**src/rtl/ddr3_read_capture_ctrl.sv**
```systemverilog
// Read-side capture controller for an 8-deep DDR3 strobe ring buffer: waits CAS latency,
// arms the buffer for one burst, sweeps it into a 128-bit word and returns it with its tag.
module ddr3_read_capture_ctrl #(
   parameter int unsigned CL     = 5,
   parameter int unsigned SETTLE = 6,
   parameter int unsigned TAG_W  = 4
) (
   input  logic             clk,
   input  logic             reset,
   input  logic             rd_issue,
   input  logic [TAG_W-1:0] rd_tag_in,
   output logic             issue_ready,
   output logic             listen,
   output logic [2:0]       readPtr,
   input  logic [15:0]      din,
   output logic [127:0]     rd_data,
   output logic [TAG_W-1:0] rd_tag_out,
   output logic             rd_valid,
   input  logic             rd_ready,
   output logic             err_overrun
);

   localparam logic [2:0] S_IDLE   = 3'd0;
   localparam logic [2:0] S_LAT    = 3'd1;
   localparam logic [2:0] S_LISTEN = 3'd2;
   localparam logic [2:0] S_WAIT   = 3'd3;
   localparam logic [2:0] S_READ   = 3'd4;
   localparam logic [2:0] S_VALID  = 3'd5;

   localparam logic [3:0] CL_LAST     = 4'(CL - 1);
   localparam logic [3:0] SETTLE_LAST = 4'(SETTLE - 1);

   logic [2:0]       state_q,   state_d;
   logic [3:0]       cnt_q,     cnt_d;
   logic [TAG_W-1:0] tag_q,     tag_d;
   logic             listen_q,  listen_d;
   logic [2:0]       ptr_q,     ptr_d;
   logic [127:0]     data_q,    data_d;
   logic [TAG_W-1:0] tag_out_q, tag_out_d;
   logic             valid_q,   valid_d;
   logic             err_q,     err_d;

   // Next-state and output-register decode; din is only looked at while sweeping.
   always_comb begin
      state_d   = state_q;
      cnt_d     = cnt_q;
      tag_d     = tag_q;
      listen_d  = listen_q;
      ptr_d     = ptr_q;
      data_d    = data_q;
      tag_out_d = tag_out_q;
      valid_d   = valid_q;
      err_d     = err_q | (rd_issue & (state_q != S_IDLE));

      case (state_q)
         S_IDLE: begin
            if (rd_issue) begin
               tag_d   = rd_tag_in;
               cnt_d   = 4'd0;
               state_d = S_LAT;
            end else begin
               state_d = S_IDLE;
            end
         end
         S_LAT: begin
            if (cnt_q == CL_LAST) begin
               listen_d = 1'b1;
               cnt_d    = 4'd0;
               state_d  = S_LISTEN;
            end else begin
               cnt_d = cnt_q + 4'd1;
            end
         end
         S_LISTEN: begin
            listen_d = 1'b0;
            cnt_d    = 4'd0;
            state_d  = S_WAIT;
         end
         S_WAIT: begin
            if (cnt_q == SETTLE_LAST) begin
               cnt_d   = 4'd0;
               ptr_d   = 3'd0;
               state_d = S_READ;
            end else begin
               cnt_d = cnt_q + 4'd1;
            end
         end
         S_READ: begin
            data_d[{ptr_q, 4'b0000} +: 16] = din;
            if (ptr_q == 3'd7) begin
               ptr_d     = 3'd0;
               valid_d   = 1'b1;
               tag_out_d = tag_q;
               state_d   = S_VALID;
            end else begin
               ptr_d = ptr_q + 3'd1;
            end
         end
         S_VALID: begin
            if (rd_ready) begin
               valid_d = 1'b0;
               state_d = S_IDLE;
            end else begin
               valid_d = 1'b1;
            end
         end
         default: begin
            state_d  = S_IDLE;
            listen_d = 1'b0;
            ptr_d    = 3'd0;
            valid_d  = 1'b0;
            cnt_d    = 4'd0;
         end
      endcase
   end

   // State and output registers; reset discards any burst in flight.
   always_ff @(posedge clk or posedge reset) begin
      if (reset) begin
         state_q   <= S_IDLE;
         cnt_q     <= 4'd0;
         tag_q     <= '0;
         listen_q  <= 1'b0;
         ptr_q     <= 3'd0;
         data_q    <= 128'd0;
         tag_out_q <= '0;
         valid_q   <= 1'b0;
         err_q     <= 1'b0;
      end else begin
         state_q   <= state_d;
         cnt_q     <= cnt_d;
         tag_q     <= tag_d;
         listen_q  <= listen_d;
         ptr_q     <= ptr_d;
         data_q    <= data_d;
         tag_out_q <= tag_out_d;
         valid_q   <= valid_d;
         err_q     <= err_d;
      end
   end

   assign issue_ready = (state_q == S_IDLE);
   assign listen      = listen_q;
   assign readPtr     = ptr_q;
   assign rd_data     = data_q;
   assign rd_tag_out  = tag_out_q;
   assign rd_valid    = valid_q;
   assign err_overrun = err_q;

endmodule

```
**config.mk**
```make
export PLATFORM = sky130hd
export DESIGN_NAME = ddr3_read_capture_ctrl
export DESIGN_NICKNAME = d
export VERILOG_FILES = /design/src/rtl/ddr3_read_capture_ctrl.sv
export SDC_FILE = /design/constraint.sdc
export NUM_CORES = 1
export LEC_CHECK = 0
export BUFFER_PORTS_ARGS = -buffer_cell sky130_fd_sc_hd__buf_2
export CORE_MARGIN = 2
export CORE_UTILIZATION = 35
export CTS_CLUSTER_SIZE = 30
export DETAILED_ROUTE_END_ITERATION = 7
export PLACE_DENSITY_LB_ADDON = 0.25
export SLEW_MARGIN = 25
export SYNTH_ARGS = -nofsm -noshare
export SYNTH_HDL_FRONTEND = slang
export SYNTH_SLANG_ARGS = --single-unit
```
**constraint.sdc**
```tcl
create_clock -name clk -period 6.61 [get_ports clk]
set_input_delay 0.661 -clock clk [delete_from_list [all_inputs] [get_ports clk]]
set_output_delay 0.661 -clock clk [all_outputs]
set_load 0.02 [all_outputs]
```
==> results of run 1 <==
[registers in the layout, indices dropped and copies added (netlist names)]
register,count
tag_q,4
cnt_q,4
rd_tag_out,4
state_q,3
err_overrun,1
rd_valid,1
readPtr,3
rd_data,128
listen,1
[per-layer routing]
layer	up-vias	GRT usage (%)	part of all wire, %
met5	-	0	0
met4	0	7.12	2.3
met3	28	5.11	6.1
met2	156	28.6	48
met1	2216	21.6	43
li1	1893	-	-
[through the flow]
step           setup slack [ns]  hold WS [ns]  instances  cell area, um2
3_3_place_gp               3.86         0.461        817            7330
3_5_place_dp               3.70         0.466        817            7340
6_report                   3.65         0.299        849            7940
2_1_floorplan              1.94         0.475        446            6390
5_1_grt                    3.45         0.334        849            7940
4_1_cts                    3.69         0.322        849            7930
[cell usage in the layout, fill, tap and decap left out, types with 3 or more instances in the layout]
cell type / netlist / final
buf_2: 1 / 162
dfrtp_1: 149 / 149
mux2_2: 136 / 136
and2_1: 48 / 48
clkbuf_16: 0 / 17
ha_1: 11 / 11
inv_1: 11 / 10
o21ai_0: 6 / 6
nor2_1: 5 / 5
a21oi_1: 5 / 5
and3_1: 4 / 4
nand3_2: 4 / 4
nand2_1: 4 / 4
clkinvlp_4: 0 / 4
clkinv_4: 0 / 4
nor2b_1: 3 / 3
inv_6: 0 / 3
nand3b_1: 3 / 3
a31oi_1: 3 / 3
mux2i_1: 3 / 3
[final timing paths]
path / from / to / slack [ns]
setup / recovery: readPtr[0]$_DFFE_PP0P_ / rd_data[71]$_DFFE_PP0P_ / 3.65
hold / removal: reset / rd_data[51]$_DFFE_PP0P_ / 0.30
setup reg to reg: readPtr[0]$_DFFE_PP0P_ / rd_data[71]$_DFFE_PP0P_ / 3.65
hold reg to reg: err_overrun$_DFF_PP0_ / err_overrun$_DFF_PP0_ / 0.48
max in group asynchronous: reset / rd_data[76]$_DFFE_PP0P_ / 5.10
min in group clk: rd_tag_in[2] / tag_q[2]$_DFFE_PP0P_ / 0.47
[power breakdown]
group	total (mW)	internal (mW)	leakage, nW	switching, mW
Combinational	1.69	0.683	1.92	1.00
Clock	0.970	0.568	0.279	0.401
Sequential	1.50	1.27	1.96	0.231
Total	4.16	2.52	4.16	1.63
[logic make-up after synthesis]
group / Yosys count
compound gates: 27
fa+ha+maj: 11
buf+inv: 33
flops: 149
mux: 139
simple gates: 87
[final cells by class]
cell class / count / area, um2
Fill cell: 1703 / 10000
Sequential cell: 149 / 3730
Multi-Input combinational cell: 264 / 2460
Timing Repair Buffer: 163 / 822
Clock buffer: 18 / 439
Tap cell: 229 / 287
Clock inverter: 14 / 153
Inverter: 12 / 50.0
[worst reg2reg max path, stage by stage, from the launching register on]
cell and delay, ns:
dfrtp_1 0.56, inv_1 0.21, ha_1 0.26, ha_1 0.32, nor2b_1 0.35, and4b_1 0.72, mux2_2 0.42
==> metrics.yaml, run 1 <==
grt:
  grt_antenna_before_repair: 0
  grt_util_all_layers_pct: 17.4
  grt_pass1_vias: 4523
  grt_pass1_wl_mm: 26.0
  grt_start_max_net_pins: 89
  grt_overflow: 0
cts:
  cts_tree: "yes"
  cts_max_level: 4
  insertion_delay_ns: 0.43
  postCtsSetupRepairBufs: 0
  ctsResizeCount: 0
  path_clk_slew_ns: 0.06
  cts_inserted_buffers: 17
  numClockSinks: 149
  clockBufferDepth: 2
  ctsHoldBuffers: 0
  root_buffer: "clkbuf_16"
worst_setup_path:
  slowest_stage: "and4b_1"
  crit_buf_inv: 1
  cpMostUsedCell: "ha_1"
  critical_path_class: "flop to flop"
  crit_arrival_ns: 3.26
  required_ns: 6.91
  startpoint_type: "flop"
  max_stage_delay_ns: 0.72
  crit_chain: "inv_1 -> ha_1 -> ha_1 -> nor2b_1 -> and4b_1 -> mux2_2"
  crit_path_end_kind: "flop"
  r2r_cells: 6
  path_max_fanout: 16
  crit_family: "simple AND/OR/NAND/NOR gates"
  cp_num_cells: 6
synth:
  synth_top_area_share_pct: 58.3
  synthAdderAreaFrac_pct: 2.15
  synth-main-ff-cell: "dfrtp_1"
  synth_enable_flop_cells: 0
  synth.net_count: 481
  synth_compound_area_share_pct: 2.78
  synth_area_leaders: "dfrtp_1 58%, mux2_2 24%, and2_1 4.7%"
  async_reset_ff_share_pct: 100
  ys.warnings.count: 0
  syn_area_per_cell_um2: 14.3
  synthTopCellsByCount: "149 x dfrtp_1, 136 x mux2_2, 48 x and2_1, 11 x ha_1, 11 x inv_1"
  netlist_instances: 446
  yosysUniqueCellTypes: 42
  ys_ff_latch: 149
  synth_most_common_cell: "dfrtp_1"
  synth_area_leader_cell: "dfrtp_1"
  ys_seq_area_share_pct: 58.3
  synth_area_mm2: 0.00639
  synth_top_family_by_area: "multiplexers"
  synthXorXnorAreaFrac_pct: 0
  yosys.area_share.simple_pct: 8.75
  synthMuxAreaShare_pct: 24.4
sta:
  finalHoldViolCount: 0
  tns_ns: 0
  layout_min_cycle_time_ns: 2.96
  clock.fmax_mhz: 338
  max_slew_margin_pct: 34.5
  finalCritPeriodShare_pct: 44.8
  worst_pin_slew_ns: 0.982
  rsz0062_at_grt: "false"
  setup_viol: 0
  maxSlewViolCount: 0
  final.setup_skew_ns: 0.0114
pwr:
  power_mw: 4.16
  p_leak_nw: 4.16
  peakVddDrop_v: 0.000225
  power_density_mw_per_mm2: 524
hold_path:
  hp-class: "input pin to async pin"
drt:
  vias: 4293
  drtAntennaViolNets: 0
  drc_errors: 0
  totalWireLength_mm: 16.5
  drt_iter0_markers: 140
  post_drt_wl_per_cell_um: 19.4
  firstDrtPassIters: 4
  vias_per_cell: 5.06
final_layout:
  nNetsFinal: 642
  drive_gt1_share_pct: 55.2
  antenna_cells: 0
  postLayoutCoreUtil_pct: 44.2
  area_growth_pct: 24.3
die:
  die_h_um: 139
  die-area_mm2: 0.0194
  core_mm2: 0.0180
  ios: 163
  initial_core_util_pct: 35.6
  chipWidth_um: 139
  rows: 49
flow_run:
  maxCapViolCount: 0
placement:
  gp_congestion: 0.837
  portBuffers: 162
  dpl.hpwl_mm: 11.7
status:
  status: "completed"
Power figures use the tool's default switching activity.
==> inputs of run 2 (changes only) <==
clock period = 2.55 ns   (was 6.61 ns; I/O delays follow)
==> run 2 against run 1 <==
Net effect:
- global-route usage is 0.28 points lower
- critical endpoint is now rd_data[21]$_DFFE_PP0P_
- clock skew is 0.0019 ns lower
- clock power is 130% higher
- non-clock buffer count is 12 higher
- combinational power grew to 2.6 times the previous value
- critical path type unchanged
- worst setup slack worse by 3.5 ns
- largest cell class unchanged
- final area is 0.47% higher
- routed wire length is 2.1% lower
- cell count is 1.4% higher
- total power grew to 2.5 times the previous value
==> metrics.yaml, run 2 (same netlist as run 1, synthesis figures left out) <==
status:
  status: "completed"
hold_path:
  hold_path_end: "tag_q[0]$_DFFE_PP0P_"
  min_from: "rd_tag_in[0]"
  worstHoldPathCells: 2
  hp-class: "input pin to flop"
placement:
  dp_slack_ns: 0.172
  post_dp_cell_area_mm2: 0.00743
  gp_congestion: 0.854
  portBuffers: 162
  dpl.hpwl_mm: 11.6
worst_setup_path:
  rrSetupSlack_ns: 0.18
  r2r_start: "readPtr[1]$_DFFE_PP0P_"
  r2r_cells: 7
  crit_arrival_ns: 2.66
  crit_path_end_kind: "flop"
  slowest_stage: "dfrtp_1"
  critical_path_class: "flop to flop"
  startpoint_type: "flop"
  cpMostUsedCell: "ha_1"
  required_ns: 2.85
  crit_chain: "inv_1 -> ha_1 -> ha_1 -> nor2b_1 -> buf_4 -> nand3_2 -> mux2_2"
  crit_family: "adder cells"
  reg2reg_to: "rd_data[21]$_DFFE_PP0P_"
  crit_buf_inv: 2
  path_max_fanout: 16
  max_stage_delay_ns: 0.46
sta:
  maxSlewViolCount: 0
  max_slew_margin_pct: 52.5
  layout_min_cycle_time_ns: 2.37
  clock.fmax_mhz: 423
  final.setup.worst_slack_ns: 0.184
  final.setup_skew_ns: 0.00953
  tns_ns: 0
  hold-worst-slack_ns: 0.0728
  finalHoldViolCount: 0
  rsz0062_at_grt: "false"
  finalCritPeriodShare_pct: 92.8
  setup_viol: 0
  worst_pin_slew_ns: 0.713
final_layout:
  mostFrequentLayoutCell: "buf_2"
  area_growth_pct: 24.8
  drive_gt1_share_pct: 55.5
  antenna_cells: 0
  fillers: 1702
  nNetsFinal: 654
  layout_common_cells: "162 x buf_2, 149 x dfrtp_1, 136 x mux2_2, 48 x and2_1, 17 x clkbuf_16"
  fin_area_mm2: 0.00798
  multiInputGateArea_mm2: 0.00246
  seq_area_mm2: 0.00373
  largest_reg_flops: 128
grt:
  grt_pass1_wl_mm: 25.6
  grt_overflow: 0
  grt_antenna_before_repair: 0
  grt_start_max_net_pins: 118
  grt_pass1_vias: 4566
  grt_util_all_layers_pct: 17.1
drt:
  vias_per_cell: 4.88
  post_drt_wl_per_cell_um: 18.7
  drt_iter0_markers: 163
  vias: 4200
  firstDrtPassIters: 4
  drtAntennaViolNets: 0
  drc_errors: 0
  totalWireLength_mm: 16.1
pwr:
  p_int_mw: 6.39
  peakVddDrop_v: 0.000585
  power.switching_mw: 4.16
  p_seq_share_pct: 36.7
  p_leak_nw: 4.19
  power_frac_comb_pct: 42.1
  power_density_mw_per_mm2: 1320
  switching_share_pct: 39.4
  p_clk_share_pct: 21.2
cts:
  path_clk_slew_ns: 0.06
  ctsResizeCount: 0
  cts_max_level: 4
  insertion_delay_ns: 0.42
  cts_tree: "yes"
  numClockSinks: 149
  clockBufferDepth: 2
  cts_inserted_buffers: 17
  root_buffer: "clkbuf_16"
flow_run:
  maxCapViolCount: 0
die:
  rows: 49
  ios: 163
  core_mm2: 0.0180
  initial_core_util_pct: 35.6
  chipWidth_um: 139
  die_h_um: 139
  die-area_mm2: 0.0194
==> run 2: changes by cell type in the layout (fill, tap and decap cells not counted) <==
cell and delta:
buf_12 +1, buf_4 +11, buf_6 -1, bufinv_16 -2
clkbuf_1 +2, clkinv_2 +2, clkinv_4 -3, clkinvlp_4 +3
dlygate4sd3_1 +1, inv_6 -2
==> run 2: power by group through the flow <==
stage                     combinational [mW]  sequential, mW  clock, mW
after floorplan                         1.92            4.89          0
after global placement                  4.34            3.86          0
after detailed placement                4.45            3.91          0
after CTS                               4.46            3.88       2.31
after global routing                    4.79            4.00       2.44
final                                   4.45            3.87       2.24
==> run 2: how the worst max path moves through the flow <==
stage | startpoint | slack [ns] | cells after the start | endpoint
2_1_floorplan | readPtr[0]$_DFFE_PP0P_ | 0.07 | 8 | rd_data[64]$_DFFE_PP0P_
3_3_place_gp | readPtr[1]$_DFFE_PP0P_ | 0.24 | 6 | rd_data[83]$_DFFE_PP0P_
3_5_place_dp | readPtr[1]$_DFFE_PP0P_ | 0.17 | 6 | rd_data[19]$_DFFE_PP0P_
4_1_cts | readPtr[1]$_DFFE_PP0P_ | 0.16 | 7 | rd_data[31]$_DFFE_PP0P_
5_1_grt | readPtr[1]$_DFFE_PP0P_ | 0.02 | 7 | rd_data[21]$_DFFE_PP0P_
6_report | readPtr[1]$_DFFE_PP0P_ | 0.18 | 7 | rd_data[21]$_DFFE_PP0P_
==> run 2: layer usage <==
layer	GRT usage, %	up-vias	routed length, um	share of wire (%)
met5	0	-	0	0
met4	5.05	0	231	1.4
met3	6.32	18	1110	6.9
met2	27.6	145	7720	48
met1	21.7	2131	7050	44
li1	-	1906	-	-
==> run 2: through the flow <==
stage / utilization (%) / cells / total power [mW]
finish: 44.4 / 861 / 10.6
global route: 44.4 / 861 / 11.2
CTS: 44.4 / 861 / 10.7
detailed placement: 41.4 / 828 / 8.37
global placement: 41.4 / 828 / 8.20
floorplan: - / 446 / 6.80
==> run 2: timing repair <==
| action | 4_1_cts | 5_1_grt |
|---|---|---|
| endpoints found under the hold margin | 32 | 0 |
| setup buffers | 0 | 0 |
| hold buffers | 1 | 0 |
==> run 2: final cells by class <==
type	count	area share (%)
Inverter	12	0.611
Clock inverter	12	1.03
Sequential cell	149	46.7
Multi-Input combinational cell	264	30.9
Tap cell	229	3.59
Clock buffer	20	5.60
Timing Repair Buffer	175	11.6
